==> config.mk <==
export PLATFORM = sky130hd
export DESIGN_NAME = sgm_pipe_ctrl_flat
export DESIGN_NICKNAME = d
export VERILOG_FILES = /design/src/rtl/sgm_pipe_ctrl_if.sv /design/src/rtl/sgm_pipe_ctrl.sv /design/src/flat_wrapper.sv
export SDC_FILE = /design/constraint.sdc
export NUM_CORES = 1
export LEC_CHECK = 0
export ABC_AREA = 1
export BUFFER_PORTS_ARGS = -buffer_cell sky130_fd_sc_hd__buf_2
export CORE_MARGIN = 2
export CORE_UTILIZATION = 57
export CTS_CLUSTER_SIZE = 14
export DETAILED_ROUTE_END_ITERATION = 8
export GPL_TIMING_DRIVEN = 0
export PLACE_DENSITY_LB_ADDON = 0.3
export SETUP_SLACK_MARGIN = 0.02
export SYNTH_ARGS = -nofsm -noshare
export SYNTH_HDL_FRONTEND = slang
export SYNTH_SLANG_ARGS = --single-unit
==> constraint.sdc <==
create_clock -name clk -period 2 [get_ports clk]
set_input_delay 0.1 -clock clk [delete_from_list [all_inputs] [get_ports clk]]
set_output_delay 0.1 -clock clk [all_outputs]
set_load 0.01 [all_outputs]
==> src/rtl/sgm_pipe_ctrl_if.sv <==
// Handshake and status bundle between the SGM pipeline controller and its environment.
// The controller takes the slave view; the environment driving start/in_valid/out_ready takes master.
interface sgm_pipe_ctrl_if #(
  parameter int DEPTH  = 3,
  parameter int WIDTH  = 640,
  parameter int HEIGHT = 480
);
  localparam int XW = (WIDTH > 1) ? $clog2(WIDTH) : 1;
  localparam int YW = (HEIGHT > 1) ? $clog2(HEIGHT) : 1;

  logic             start;
  logic             in_valid;
  logic             in_ready;
  logic             out_ready;
  logic             out_valid;
  logic             ce;
  logic [DEPTH-1:0] stage_valid;
  logic [XW-1:0]    out_x;
  logic [YW-1:0]    out_y;
  logic             out_sol;
  logic             out_eol;
  logic             out_sof;
  logic             out_eof;
  logic             busy;
  logic             done;

  modport master (
    output start, in_valid, out_ready,
    input  in_ready, out_valid, ce, stage_valid, out_x, out_y,
           out_sol, out_eol, out_sof, out_eof, busy, done
  );

  modport slave (
    input  start, in_valid, out_ready,
    output in_ready, out_valid, ce, stage_valid, out_x, out_y,
           out_sol, out_eol, out_sof, out_eof, busy, done
  );
endinterface

==> src/rtl/sgm_pipe_ctrl.sv <==
// Frame sequencer for a chain of clock-enabled delay stages: shared ce, per-stage valid
// tracking, output coordinates/markers aligned with the last stage, and a done pulse per frame.
module sgm_pipe_ctrl #(
  parameter int DEPTH  = 3,
  parameter int WIDTH  = 640,
  parameter int HEIGHT = 480
) (
  input  logic           clk,
  input  logic           rst,
  sgm_pipe_ctrl_if.slave bus
);
  localparam int XW    = (WIDTH > 1) ? $clog2(WIDTH) : 1;
  localparam int YW    = (HEIGHT > 1) ? $clog2(HEIGHT) : 1;
  localparam int TOTAL = WIDTH * HEIGHT;
  localparam int CW    = $clog2(TOTAL + 1);

  typedef enum logic [1:0] {
    IDLE  = 2'd0,
    RUN   = 2'd1,
    DRAIN = 2'd2
  } state_e;

  state_e           state_q, state_d;
  logic [CW-1:0]    in_cnt_q, in_cnt_d;
  logic [XW-1:0]    x_q, x_d;
  logic [YW-1:0]    y_q, y_d;
  logic             done_q, done_d;
  logic [DEPTH-1:0] sv_q, sv_d;

  logic ce;
  logic in_ready;
  logic in_beat;
  logic out_beat;
  logic at_eol;
  logic at_eof;
  logic last_in;

  assign at_eol   = (x_q == XW'(WIDTH - 1));
  assign at_eof   = at_eol && (y_q == YW'(HEIGHT - 1));
  // The chain only stalls when the last stage is occupied and downstream refuses it.
  assign ce       = (state_q != IDLE) && (bus.out_ready || !sv_q[DEPTH-1]);
  assign in_ready = (state_q == RUN) && ce;
  assign in_beat  = bus.in_valid && in_ready;
  assign out_beat = sv_q[DEPTH-1] && bus.out_ready;
  assign last_in  = in_beat && (in_cnt_q == CW'(TOTAL - 1));

  assign sv_d[0] = ce ? in_beat : sv_q[0];
  for (genvar gi = 1; gi < DEPTH; gi++) begin : g_stage
    assign sv_d[gi] = ce ? sv_q[gi-1] : sv_q[gi];
  end

  always_comb begin
    state_d  = state_q;
    in_cnt_d = in_cnt_q;
    x_d      = x_q;
    y_d      = y_q;
    done_d   = 1'b0;

    case (state_q)
      IDLE: begin
        if (bus.start) state_d = RUN;
      end
      RUN: begin
        if (last_in) begin
          in_cnt_d = '0;
          state_d  = DRAIN;
        end else if (in_beat) begin
          in_cnt_d = in_cnt_q + 1'b1;
        end
      end
      DRAIN: begin
        if (out_beat && at_eof) state_d = IDLE;
      end
      default: state_d = IDLE;
    endcase

    if (out_beat) begin
      if (at_eol) begin
        x_d = '0;
        y_d = at_eof ? '0 : y_q + 1'b1;
      end else begin
        x_d = x_q + 1'b1;
      end
      done_d = at_eof;
    end
  end

  always_ff @(posedge clk) begin
    if (rst) begin
      state_q  <= IDLE;
      in_cnt_q <= '0;
      x_q      <= '0;
      y_q      <= '0;
      done_q   <= 1'b0;
      sv_q     <= '0;
    end else begin
      state_q  <= state_d;
      in_cnt_q <= in_cnt_d;
      x_q      <= x_d;
      y_q      <= y_d;
      done_q   <= done_d;
      sv_q     <= sv_d;
    end
  end

  assign bus.in_ready    = in_ready;
  assign bus.ce          = ce;
  assign bus.stage_valid = sv_q;
  assign bus.out_valid   = sv_q[DEPTH-1];
  assign bus.out_x       = x_q;
  assign bus.out_y       = y_q;
  assign bus.out_sol     = (x_q == '0);
  assign bus.out_eol     = at_eol;
  assign bus.out_sof     = (x_q == '0) && (y_q == '0);
  assign bus.out_eof     = at_eof;
  assign bus.busy        = (state_q != IDLE);
  assign bus.done        = done_q;
endmodule

==> src/flat_wrapper.sv <==
// flat-port wrapper written by rule: the top's interface ports become plain ports
module sgm_pipe_ctrl_flat 
#(
  parameter int DEPTH  = 3,
  parameter int WIDTH  = 640,
  parameter int HEIGHT = 480
)
  (clk, rst, bus_start, bus_in_valid, bus_out_ready, bus_in_ready, bus_out_valid, bus_ce, bus_stage_valid, bus_out_x, bus_out_y, bus_out_sol, bus_out_eol, bus_out_sof, bus_out_eof, bus_busy, bus_done);
  sgm_pipe_ctrl_if #(.DEPTH(DEPTH), .WIDTH(WIDTH), .HEIGHT(HEIGHT)) bus_i ();
  input  logic clk;
  input  logic rst;
  input wire logic [$bits(bus_i.start)-1:0] bus_start;
  input wire logic [$bits(bus_i.in_valid)-1:0] bus_in_valid;
  input wire logic [$bits(bus_i.out_ready)-1:0] bus_out_ready;
  output wire logic [$bits(bus_i.in_ready)-1:0] bus_in_ready;
  output wire logic [$bits(bus_i.out_valid)-1:0] bus_out_valid;
  output wire logic [$bits(bus_i.ce)-1:0] bus_ce;
  output wire logic [$bits(bus_i.stage_valid)-1:0] bus_stage_valid;
  output wire logic [$bits(bus_i.out_x)-1:0] bus_out_x;
  output wire logic [$bits(bus_i.out_y)-1:0] bus_out_y;
  output wire logic [$bits(bus_i.out_sol)-1:0] bus_out_sol;
  output wire logic [$bits(bus_i.out_eol)-1:0] bus_out_eol;
  output wire logic [$bits(bus_i.out_sof)-1:0] bus_out_sof;
  output wire logic [$bits(bus_i.out_eof)-1:0] bus_out_eof;
  output wire logic [$bits(bus_i.busy)-1:0] bus_busy;
  output wire logic [$bits(bus_i.done)-1:0] bus_done;
  assign bus_i.start = bus_start;
  assign bus_i.in_valid = bus_in_valid;
  assign bus_i.out_ready = bus_out_ready;
  assign bus_in_ready = bus_i.in_ready;
  assign bus_out_valid = bus_i.out_valid;
  assign bus_ce = bus_i.ce;
  assign bus_stage_valid = bus_i.stage_valid;
  assign bus_out_x = bus_i.out_x;
  assign bus_out_y = bus_i.out_y;
  assign bus_out_sol = bus_i.out_sol;
  assign bus_out_eol = bus_i.out_eol;
  assign bus_out_sof = bus_i.out_sof;
  assign bus_out_eof = bus_i.out_eof;
  assign bus_busy = bus_i.busy;
  assign bus_done = bus_i.done;
  sgm_pipe_ctrl #(.DEPTH(DEPTH), .WIDTH(WIDTH), .HEIGHT(HEIGHT)) u_core (.clk(clk), .rst(rst), .bus(bus_i));
endmodule
==> key figures <==
Floorplan
  – Num rows: 24
  – DIE HEIGHT: 70.9 um
  – Initial Utilization: 0.591
  – Die ar.: about 5000 um^2
  – Number of I/O pins: 36
  – Die X: around 71 um
  – CORE AREA: roughly 4300 um^2

Global routing
  – Initial antenna violation count: 0
  – Largest net degree at the start of global routing: 13
  – Remaining Overflow, GRT: 0
  – M1 GR Usage: 0.326
  – Grt peak-use layer: met2
  – Grt met3 use: 0.0470
  – GRT Total Usage: 0.243
  – Vias in the first global route: ~2,300
  – Met2 usage: 0.389
  – First-pass GRT wire length: between 10,000 and 15,000 um

Timing
  – RSZ-0062 raised after global routing: no
  – Fmax: 0.546 GHz
  – # setup viols final: 0
  – Count of final max-slew check failures: 0
  – Setup Skew: 0.00638 ns
  – Max_slew headroom: 0.582
  – Fin crit share: 0.916
  – Final hold vios: 0
  – Fin crit period: around 1.8 ns
  – Fin Setup TNS: 0 ns
  – Least-Margin Pin Slew: 0.626 ns

Layout
  – Fin nets: approximately 430
  – Final Cell Area: slightly below 3000 um^2
  – Area growth from synthesis to layout: 13.8%
  – Fraction of layout instances using a drive strength above 1: 0.190
  – Fillers: about 390
  – Multi-input logic area: roughly 1500 um^2
  – FF/Latch Area: just under 900 um^2
  – # diodes: 0

Clock network
  – CTS tree: done
  – Hold-fix buffers at CTS: 0
  – Root Buffer: clkbuf_8
  – Worst skew pair latency: a little under 0.3 ns
  – CTS Sinks: 44
  – H-tree levels: 2
  – Post-cts resize count: 0
  – Clock buffer depth: 2
  – Postcts setup bufs: 0
  – Clock slew at reported path FFs: about 0.08 ns
  – Cts bufs inserted: 5

Detailed routing
  – Via count: 2,561
  – Drt initial violations: between 150 and 200
  – Post-Route WL: between 5000 and 6000 um
  – Via density: 5.43
  – Pre-Repair DR Iteration Count: 5
  – Routed len/inst: around 12 um
  – Post-route ant nets: 0
  – Residual DRC count: 0

Critical path
  – CP arrival: around 1.7 ns
  – FF-to-FF path depth: 6
  – Reg-to-Reg End: u_core.in_cnt_q[15]$_SDFFE_PP0P_
  – CP cell instances: ha_1, nand3_1, nor2_4, nand3_1, nor3_1, buf_2
  – Worst R2R Start: u_core.in_cnt_q[0]$_SDFFE_PP0P_
  – Crit path largest cell delay: 0.36 ns
  – Cell mode on critical path: nand3_1
  – Family with the most delay on the worst path: simple AND/OR/NAND/NOR gates
  – CP Class: reg -> out
  – CP Buf/Inv Count: 1
  – Slowest stage cell on the critical path: dfxtp_1
  – Worst-path fanout max: 5
  – Flop2flop setup slack: 0.36 ns
  – Critical path data required time: roughly 1.9 ns
  – Worst setup SP type: register
  – Capturing element type of the critical path: primary output

Logic synthesis
  – Seq/Total Area, Yosys: 0.345
  – Ranking of synthesized cells by area: dfxtp_1 (34%), nand2_1 (12%), nor2_1 (9.1%), inv_1 (6.6%), nand3_1 (4.3%)
  – Register bit total from synthesis: 44
  – Yosys top cell area share: 0.345
  – Mapped cell area: roughly 2600 um^2
  – Yosys top cell by area: dfxtp_1
  – Synth Net Count: between 300 and 400
  – Syn Area/Cell: roughly 6.7 um^2
  – Mapped Cells: roughly 380
  – Top cells by count, synth: nand2_1 (84), nor2_1 (62), inv_1 (45), dfxtp_1 (44), nand3_1 (22)
  – Count leader, synth: nand2_1
  – Number of synthesized flops with an enable pin: 0
  – Ys Warns: 0
  – Async S/R FF share, synth: 0
  – Post-synthesis cell type count: 37
  – Main flop type after synthesis: dfxtp_1

Min path
  – Min-Delay Endpoint: u_core.state_q[0]$_SDFFE_PP0P_
  – Hold Crit Start: bus_start
  – Hold path depth: 3
  – Hold WC Path Type: in -> reg

Place
  – HPWL after DPL: around 4400 um
  – GP Congestion: about 0.87
  – PortBufs: 35
  – Cell Area, Placed: approximately 2800 um^2

Power
  – Power Density: between 500 and 600 nW/um^2
  – Leak: approximately 1.2 nW
  – Peak VDD IR: 332 uV

Run
  – # Max-Cap Violations: 0

Run status
  – Status: finished, final reports clean
[power by group]
part / switching (mW) / internal, mW
clock: 0.285 / 0.359
sequential: 0.0102 / 0.884
combinational: 0.0666 / 0.0360
total: 0.362 / 1.28
[worst max path at each step]
| stage | from | to | slack, ns | depth (start not counted) |
|---|---|---|---|---|
| 2_1_floorplan | u_core.bus.out_x[0]$_SDFFE_PP0N_ | bus_out_sof | 0.44 | 5 |
| 3_3_place_gp | u_core.bus.out_y[0]$_SDFFE_PP0P_ | u_core.bus.out_y[4]$_SDFFE_PP0P_ | 0.39 | 7 |
| 3_5_place_dp | u_core.bus.out_y[1]$_SDFFE_PP0P_ | u_core.bus.out_y[4]$_SDFFE_PP0P_ | 0.37 | 7 |
| 4_1_cts | u_core.bus.out_y[1]$_SDFFE_PP0P_ | bus_out_eof | 0.06 | 6 |
| 5_1_grt | u_core.bus.out_y[1]$_SDFFE_PP0P_ | bus_out_eof | 0.02 | 6 |
| 6_report | u_core.bus.out_y[0]$_SDFFE_PP0P_ | bus_out_eof | 0.17 | 6 |
[layout by cell type, fill, tap and decap left out, drive strengths merged, types with 2 or more instances in the layout]
| cell type | netlist | final |
|---|---|---|
| xor2 | 3 | 3 |
| a21oi | 18 | 18 |
| o21ai | 14 | 14 |
| nor3 | 18 | 18 |
| nor2 | 76 | 76 |
| clkbuf | 2 | 7 |
| nand4 | 14 | 14 |
| ha | 5 | 5 |
| inv | 52 | 52 |
| clkinv | 2 | 2 |
| o21bai | 2 | 2 |
| nor4 | 3 | 3 |
| nor3b | 4 | 4 |
| nand3 | 25 | 25 |
| dfxtp | 44 | 44 |
| nand3b | 2 | 2 |
| buf | 2 | 37 |
| nand2 | 88 | 88 |
[final cells by class]
type,instances,share of cell area
plain buffers,4,0.00904
clock buffers,5,0.0237
clock inverters,1,0.0103
inverters,54,0.0715
multi-input cells,277,0.500
flip-flops and latches,44,0.303
well taps,52,0.0224
repair buffers,35,0.0603
[per-layer routing]
metal | share of wire | wire length, um
met5 | 0 | 0
met4 | 0.015 | 88
met3 | 0.054 | 316
met2 | 0.47 | 2770
met1 | 0.46 | 2710
[logic make-up after synthesis]
logic type	after synthesis	share of synthesized area
and+or+nand+nor	231	0.440
buffers and inverters	58	0.0916
DFF	44	0.345
AOI/OAI and AO/OA	37	0.0848
adders and majority gates	5	0.0245
xor gates and xnor gates	4	0.0137
[state kept, by name, indices dropped and copies added, names as in the netlist]
name / cells
u_core.bus.stage_valid: 3
u_core.state_q: 2
u_core.bus.out_y: 9
u_core.bus.done: 1
u_core.bus.out_x: 10
u_core.in_cnt_q: 19
[tightest hold or removal path: cells and delay by family]
kind	cells	cell delay (ns)
AND/OR/NAND/NOR	1	0.09
AO/OA/AOI/OAI	1	0.08
buffers and inverters	1	0.09
[stage by stage]
stage / utilization / total power, mW / setup slack (ns) / instances / hold slack [ns]
after global routing: 0.672 / 1.70 / 0.0220 / 472 / 0.105
final: 0.672 / 1.64 / 0.168 / 472 / 0.0977
after detailed placement: 0.646 / 1.02 / 0.368 / 466 / 0.399
after CTS: 0.669 / 1.66 / 0.0587 / 472 / 0.0971
after global placement: 0.646 / 1.02 / 0.389 / 466 / 0.384
after floorplan: - / 0.979 / 0.436 / 379 / 0.249
Note: power is estimated with default switching activity, not from simulation.
